==> src/rtl/hs_fifo_pkg.sv <==
// Shared types and helpers for the hs_fifo command slave and its response FIFO.
package hs_fifo_pkg;

  typedef enum logic {
    CMD_READ  = 1'b0,
    CMD_WRITE = 1'b1
  } cmd_e;

  // One extra pointer bit distinguishes full from empty when the indices match.
  function automatic int ptr_width(input int depth);
    return $clog2(depth) + 1;
  endfunction

endpackage

==> src/rtl/hs_fifo_sync_fifo.sv <==
// Response FIFO: registered storage, wrap-bit pointers, head entry visible combinationally.
module sync_fifo
  import hs_fifo_pkg::*;
#(
  parameter int WIDTH = 4,
  parameter int DEPTH = 4
) (
  input  logic             clk,
  input  logic             rstn,
  input  logic             push_i,
  input  logic             pop_i,
  input  logic [WIDTH-1:0] din_i,
  output logic             full_o,
  output logic             empty_o,
  output logic [WIDTH-1:0] dout_o
);

  localparam int PTR_WD = ptr_width(DEPTH);
  localparam int IDX_WD = PTR_WD - 1;

  logic [WIDTH-1:0]  mem_q [DEPTH];
  logic [PTR_WD-1:0] wr_ptr_q, wr_ptr_d;
  logic [PTR_WD-1:0] rd_ptr_q, rd_ptr_d;
  logic              do_push, do_pop;

  assign empty_o = (wr_ptr_q == rd_ptr_q);
  assign full_o  = (wr_ptr_q[PTR_WD-1] != rd_ptr_q[PTR_WD-1]) &&
                   (wr_ptr_q[IDX_WD-1:0] == rd_ptr_q[IDX_WD-1:0]);
  assign do_push = push_i && !full_o;
  assign do_pop  = pop_i && !empty_o;
  assign dout_o  = mem_q[rd_ptr_q[IDX_WD-1:0]];

  always_comb begin
    wr_ptr_d = wr_ptr_q;
    rd_ptr_d = rd_ptr_q;
    if (do_push) wr_ptr_d = wr_ptr_q + PTR_WD'(1);
    if (do_pop)  rd_ptr_d = rd_ptr_q + PTR_WD'(1);
  end

  always_ff @(posedge clk) begin
    if (rstn) begin
      wr_ptr_q <= '0;
      rd_ptr_q <= '0;
      for (int i = 0; i < DEPTH; i++) mem_q[i] <= '0;
    end else begin
      wr_ptr_q <= wr_ptr_d;
      rd_ptr_q <= rd_ptr_d;
      if (do_push) mem_q[wr_ptr_q[IDX_WD-1:0]] <= din_i;
    end
  end

endmodule

==> src/rtl/hs_fifo.sv <==
// Valid/ready command slave over a small register-file memory; reads are returned
// in order through a response FIFO on a valid/ready output channel.
module hs_fifo
  import hs_fifo_pkg::*;
#(
  parameter int DATA_WD    = 4,
  parameter int ADDR_WD    = 4,
  parameter int FIFO_DEPTH = 4
) (
  input  logic               clk,
  input  logic               rstn,
  input  logic               valid_in,
  input  logic               cmd_in,
  input  logic [ADDR_WD-1:0] addr_in,
  input  logic [DATA_WD-1:0] data_in,
  input  logic               ready_out,
  output logic               ready_in,
  output logic               valid_out,
  output logic [DATA_WD-1:0] data_out
);

  localparam int MEM_DEPTH = 2 ** ADDR_WD;

  logic [DATA_WD-1:0] mem_q [MEM_DEPTH];
  logic               fire_in, fire_out;
  logic               wr_en, rd_en;
  logic               fifo_full, fifo_empty;
  logic [DATA_WD-1:0] fifo_head;

  // ready_in depends only on FIFO state, so writes also stall while full.
  assign ready_in  = !fifo_full;
  assign valid_out = !fifo_empty;
  assign data_out  = valid_out ? fifo_head : '0;
  assign fire_in   = valid_in && ready_in;
  assign fire_out  = valid_out && ready_out;
  assign wr_en     = fire_in && (cmd_e'(cmd_in) == CMD_WRITE);
  assign rd_en     = fire_in && (cmd_e'(cmd_in) == CMD_READ);

  always_ff @(posedge clk) begin
    if (rstn) begin
      for (int i = 0; i < MEM_DEPTH; i++) mem_q[i] <= '0;
    end else if (wr_en) begin
      mem_q[addr_in] <= data_in;
    end
  end

  sync_fifo #(
    .WIDTH (DATA_WD),
    .DEPTH (FIFO_DEPTH)
  ) u_rsp_fifo (
    .clk     (clk),
    .rstn    (rstn),
    .push_i  (rd_en),
    .pop_i   (fire_out),
    .din_i   (mem_q[addr_in]),
    .full_o  (fifo_full),
    .empty_o (fifo_empty),
    .dout_o  (fifo_head)
  );

endmodule

==> config.mk <==
export PLATFORM = sky130hd
export DESIGN_NAME = hs_fifo
export DESIGN_NICKNAME = d
export VERILOG_FILES = /design/src/rtl/hs_fifo_pkg.sv /design/src/rtl/hs_fifo_sync_fifo.sv /design/src/rtl/hs_fifo.sv
export SDC_FILE = /design/constraint.sdc
export NUM_CORES = 1
export LEC_CHECK = 0
export BUFFER_PORTS_ARGS = -buffer_cell sky130_fd_sc_hd__clkbuf_2
export CAP_MARGIN = 25
export CORE_UTILIZATION = 42
export CTS_CLUSTER_SIZE = 16
export DETAILED_ROUTE_END_ITERATION = 16
export PLACE_DENSITY = 0.55
export SLEW_MARGIN = 20
export SYNTH_ARGS = -nofsm -noshare
export SYNTH_HDL_FRONTEND = slang
export SYNTH_SLANG_ARGS = --single-unit
==> constraint.sdc <==
create_clock -name clk -period 2.8 [get_ports clk]
set_input_delay 0.14 -clock clk [delete_from_list [all_inputs] [get_ports clk]]
set_output_delay 0.14 -clock clk [all_outputs]
set_load 0.01 [all_outputs]
==> flow_summary.ini, run 1 <==
[status]
outcome = finished, final reports clean

[floorplan]
die_w_um = 106
ios = 19
core_area_sq_mm = 0.0104
initial_core_util_pct = 43.7
rows = 37
chipHeight_um = 106
dieArea_sq_mm = 0.0112

[final_layout]
fin_nets = 338
antenna_cells = 0
drive_gt1_share_pct = 25.0
syn2layout_area_growth_pct = 8.48
mostFrequentLayoutCells = edfxtp_1, and2_1, nor2_1, clkbuf_2, or2_2
layout_commonest_cell = edfxtp_1

[drt]
wire_per_inst_um = 19.0
post_drt_via_cell_ratio = 5.22
drc_errors = 0
routed_wl_um = 8820
wl_met3_um = 204
met1Wirelength_um = 4090
vias = 2422
wl_met2_um = 4400
antenna_left = 0
dr.pass1.iters = 4
drtIter0Drc = 114
dr.max_layer_used = met4

[grt]
grt_pass1_wl_um = 13900
grt_usage_pct = 17.1
grt_pass1_vias = 2512
antenna_found_initial = 0
grt_remaining_overflow = 0
grt_start_max_net_pins = 31

[cts]
clock_sinks = 88
cts-resized-gates = 0
cts_max_path_buffers = 2
holdBufCountCts = 0
cts_tree = done
htree_levels = 3
numCtsBuffers = 9
cts_root_buffer = clkbuf_8
worstSkewPairLatency_ns = 0.35
clkTransAtPathRegs_ns = 0.09
cts_setup_buffers = 0

[critical_path]
worstPathRequired_ns = 2.87
endpoint_kind = flip-flop
cp_max_fo = 14
path_cells = xor2_4 > nor3_4 > buf_4 > nor4b_1 > or2_2
reg2reg_to = mem_q[2][3]$_SDFFCE_PN0P_
reg2reg_depth = 5
cp.arrival_ns = 2.49
slowest_stage = dfxtp_1
critPathMaxStageDelay_ns = 0.66
startpoint_type = flip-flop
path_class = reg -> reg
timing.rr.start = u_rsp_fifo.wr_ptr_q[0]$_SDFFE_PP0P_
ff2ff_setup_slack_ns = 0.38

[worst_hold_path]
min_from = ready_out
hold_end = u_rsp_fifo.rd_ptr_q[2]$_SDFFE_PP0P_
worstHoldPathCells = 4
min-delay-path-class = in -> reg

[timing]
fin_skew_ns = 0.00943
max_slew_margin_pct = 50.8
max_freq_mhz = 412
period_minus_slack_ns = 2.42
rsz0062_at_grt = false
worst_pin_slew_ns = 0.732
fin_tns_setup_ns = 0
finalSetupViolCount = 0
finalCritPeriodShare_pct = 86.6
finalHoldViolCount = 0
timing.hold.ws_ns = 0.180
finalMaxSlewViolations = 0

[logic_synthesis]
yosys_register_bits = 88
syn_nets = 324
synthesis.yosys.warnings = 0
synth_edf_count = 80
synth_area_sq_mm = 0.00453
ys_seq_area_share_pct = 56.6
synthCells = 309
async_flop_share_pct = 0
synth_ff_type = edfxtp_1
synthDistinctLibCells = 46
avgSynthCellArea_sq_um = 14.7

[pwr]
ir_drop_uv = 319
leakage_nw = 1.78
p_per_area_mw_per_mm2 = 556

[job]
drv_cap = 0

[placement]
io_buffers = 18
routabilityCongestion = 0.748
dp_hpwl_um = 6380
## through the flow
stage,setup WS [ns],power (mW),cell area (sq um),util (%),std cells
after CTS,0.378,2.76,4910,47.4,464
after global placement,0.509,1.86,4710,45.4,448
after global routing,0.132,2.83,4910,47.4,464
final,0.375,2.73,4910,47.4,464
after floorplan,0.918,1.77,4530,-,309
after detailed placement,0.418,1.87,4710,45.4,448
## logic make-up after synthesis
logic type      synth area share, %
flops                          56.6
buf+inv                        3.34
compound gates                 3.87
xor+xnor                       1.93
simple gates                   20.5
fa+ha+maj                     0.552
mux                            13.3
## Yosys cell counts (6+ instances only)
master / n / area share (%)
edfxtp_1: 80 / 53
inv_1: 9 / 0.75
nor4_4: 7 / 3.3
mux4_1: 12 / 7.0
and2_1: 64 / 8.8
mux2i_1: 6 / 1.3
dfxtp_1: 8 / 3.5
clkbuf_1: 7 / 0.58
mux4_2: 8 / 4.0
or2_2: 16 / 2.2
nor2_1: 21 / 1.7
## flip-flops by register name (all words and copies together) (netlist names), named ones only
register / flops
mem_q: 64
u_rsp_fifo.rd_ptr_q: 3
u_rsp_fifo.wr_ptr_q: 3
u_rsp_fifo.mem_q: 16
## worst max-delay path: cells and delay by family, from the launching register on
family / cells / cell delay, ns
and+or+nand+nor: 3 / 0.91
xor gates and xnor gates: 1 / 0.32
DFF: 1 / 0.66
buffers and inverters: 1 / 0.24
## layout make-up
cell class	instances	area (sq um)
Timing Repair Buffer	22	120
Multi-Input combinational cell	193	1820
Clock inverter	6	67.6
Tap cell	136	170
Fill cell	938	5460
Sequential cell	88	2560
Inverter	9	33.8
Clock buffer	10	138
## how the worst max path moves through the flow
| stage | start | end | cells after the start |
|---|---|---|---|
| 5_1_grt | u_rsp_fifo.wr_ptr_q[0]$_SDFFE_PP0P_ | mem_q[2][3]$_SDFFCE_PN0P_ | 5 |
| 3_5_place_dp | u_rsp_fifo.wr_ptr_q[0]$_SDFFE_PP0P_ | mem_q[2][3]$_SDFFCE_PN0P_ | 5 |
| 6_report | u_rsp_fifo.wr_ptr_q[0]$_SDFFE_PP0P_ | mem_q[2][3]$_SDFFCE_PN0P_ | 5 |
| 4_1_cts | u_rsp_fifo.wr_ptr_q[0]$_SDFFE_PP0P_ | mem_q[2][1]$_SDFFCE_PN0P_ | 5 |
| 3_3_place_gp | u_rsp_fifo.wr_ptr_q[0]$_SDFFE_PP0P_ | mem_q[2][1]$_SDFFCE_PN0P_ | 5 |
| 2_1_floorplan | u_rsp_fifo.wr_ptr_q[1]$_SDFFE_PP0P_ | u_rsp_fifo.mem_q[1][0]$_SDFFCE_PN0P_ | 6 |
## report_power, final
group,leakage (nW),internal (mW),switching [mW]
registers,0.859,1.50,0.0426
clock network,0.101,0.440,0.461
logic,0.825,0.127,0.167
## metal layers
layer / up-vias / GRT usage, %
met4: 0 / 6.55
met1: 1207 / 21.7
li1: 1172 / -
met3: 10 / 2.97
met2: 33 / 29.0
met5: - / 0
Note: power is estimated with default switching activity, not from simulation.
==> run 2: changes to the inputs <==
CTS_BUF_LIST = sky130_fd_sc_hd__clkbuf_16   (was unset)
==> flow_summary.ini, run 2 (synthesis results as in run 1) <==
[pwr]
p_per_area_mw_per_mm2 = 605
leakage_nw = 1.83
ir_drop_uv = 263

[final_layout]
mostFrequentLayoutCells = edfxtp_1, and2_1, nor2_1, clkbuf_2, or2_2
top_regs = mem_q: 64 flops, u_rsp_fifo.mem_q: 16 flops
syn2layout_area_growth_pct = 10.5
final_util_pct = 48.3
multi_input_area_sq_mm = 0.00182
fillers = 932
layout_commonest_cell = edfxtp_1
fin_nets = 338
largest_register = mem_q
antenna_cells = 0
largest_register_ff_count = 64
layout.area.seq_sq_mm = 0.00256
drive_gt1_share_pct = 24.7

[grt]
grt_usage_pct = 17.0
antenna_found_initial = 0
grt_pass1_vias = 2506
grt_start_max_net_pins = 31
grt_pass1_wl_um = 13800
grt_remaining_overflow = 0

[timing]
period_minus_slack_ns = 2.40
max_slew_margin_pct = 50.0
max_freq_mhz = 416
finalMaxSlewViolations = 0
finalCritPeriodShare_pct = 85.8
finalSetupViolCount = 0
worst_pin_slew_ns = 0.745
rsz0062_at_grt = false
finalHoldViolCount = 0
fin_tns_setup_ns = 0
fin_skew_ns = 0.00682

[drt]
drtIter0Drc = 126
vias = 2444
routed_wl_um = 8740
wire_per_inst_um = 18.8
post_drt_via_cell_ratio = 5.27
antenna_left = 0
dr.pass1.iters = 4
drc_errors = 0

[critical_path]
reg2reg_to = mem_q[2][1]$_SDFFCE_PN0P_
reg2reg_depth = 5
endpoint_kind = flip-flop
path_class = reg -> reg
worstPathRequired_ns = 2.84
cp.arrival_ns = 2.45
startpoint = u_rsp_fifo.wr_ptr_q[0]$_SDFFE_PP0P_
startpoint_type = flip-flop
endpoint = mem_q[2][1]$_SDFFCE_PN0P_
timing.rr.start = u_rsp_fifo.wr_ptr_q[0]$_SDFFE_PP0P_
ff2ff_setup_slack_ns = 0.40
cp_max_fo = 14

[floorplan]
die_w_um = 106
ios = 19
dieArea_sq_mm = 0.0112
initial_core_util_pct = 43.7
rows = 37
core_area_sq_mm = 0.0104
chipHeight_um = 106

[placement]
routabilityCongestion = 0.748
dp_hpwl_um = 6380
io_buffers = 18

[cts]
clock_sinks = 88
clkTransAtPathRegs_ns = 0.07
cts_tree = done
cts_setup_buffers = 0
numCtsBuffers = 9
holdBufCountCts = 0
worstSkewPairLatency_ns = 0.34
cts-resized-gates = 0
htree_levels = 3
cts_root_buffer = clkbuf_16
cts_max_path_buffers = 2

[worst_hold_path]
min-delay-path-class = in -> reg

[status]
outcome = finished, final reports clean

[job]
drv_cap = 0
[run 2: cell types whose count changed in the layout (fill, tap and decap cells not counted), sizes merged]
cell    before  now
clkbuf      28   27
clkinv       3    4
[run 2: how the worst min path moves through the flow]
stage          startpoint                             endpoint  slack (ns)  depth (start not counted)
6_report        ready_out  u_rsp_fifo.rd_ptr_q[2]$_SDFFE_PP0P_        0.20                          4
5_1_grt         ready_out  u_rsp_fifo.rd_ptr_q[0]$_SDFFE_PP0P_        0.26                          4
4_1_cts         ready_out  u_rsp_fifo.rd_ptr_q[2]$_SDFFE_PP0P_        0.20                          4
3_5_place_dp    ready_out  u_rsp_fifo.rd_ptr_q[2]$_SDFFE_PP0P_        0.54                          4
3_3_place_gp    ready_out  u_rsp_fifo.rd_ptr_q[2]$_SDFFE_PP0P_        0.55                          4
2_1_floorplan  data_in[3]            mem_q[0][3]$_SDFFCE_PN0P_        0.34                          1
[run 2: final cells by class]
cell class,instances,area share [%]
clock inverters,7,1.42
clock buffers,9,4.50
well taps,136,3.40
inverters,9,0.675
multi-input cells,193,36.4
repair buffers,22,2.40
flip-flops and latches,88,51.2
[run 2: through the flow]
step,power [mW],std cells,hold WS (ns),setup slack [ns],area [sq um]
after floorplan,1.77,309,0.338,0.918,4530
after CTS,3.04,464,0.203,0.387,5000
after global routing,3.12,464,0.265,0.140,5000
after global placement,1.86,448,0.550,0.509,4710
final,3.03,464,0.200,0.399,5000
after detailed placement,1.87,448,0.542,0.418,4710
[run 2: worst max-delay path, cell delays in order, from the launching register on]
cell and delay, ns:
dfxtp_1 0.63, xor2_4 0.32, nor3_4 0.07, buf_4 0.24, nor4b_1 0.58, or2_2 0.26
[run 2: power breakdown]
group | switching (mW) | internal (mW) | leakage [nW]
Sequential | 0.0422 | 1.50 | 0.859
Clock | 0.502 | 0.692 | 0.141
Combinational | 0.166 | 0.127 | 0.825
Total | 0.710 | 2.32 | 1.83
[run 2: per-layer routing]
layer	wire, um	track usage [%]	part of all wire [%]	up-vias
met5	0	0	0	-
met2	4360	28.8	50	35
li1	-	-	-	1179
met1	4080	21.8	47	1218
met4	129	6.25	1.5	0
met3	176	2.97	2.0	12
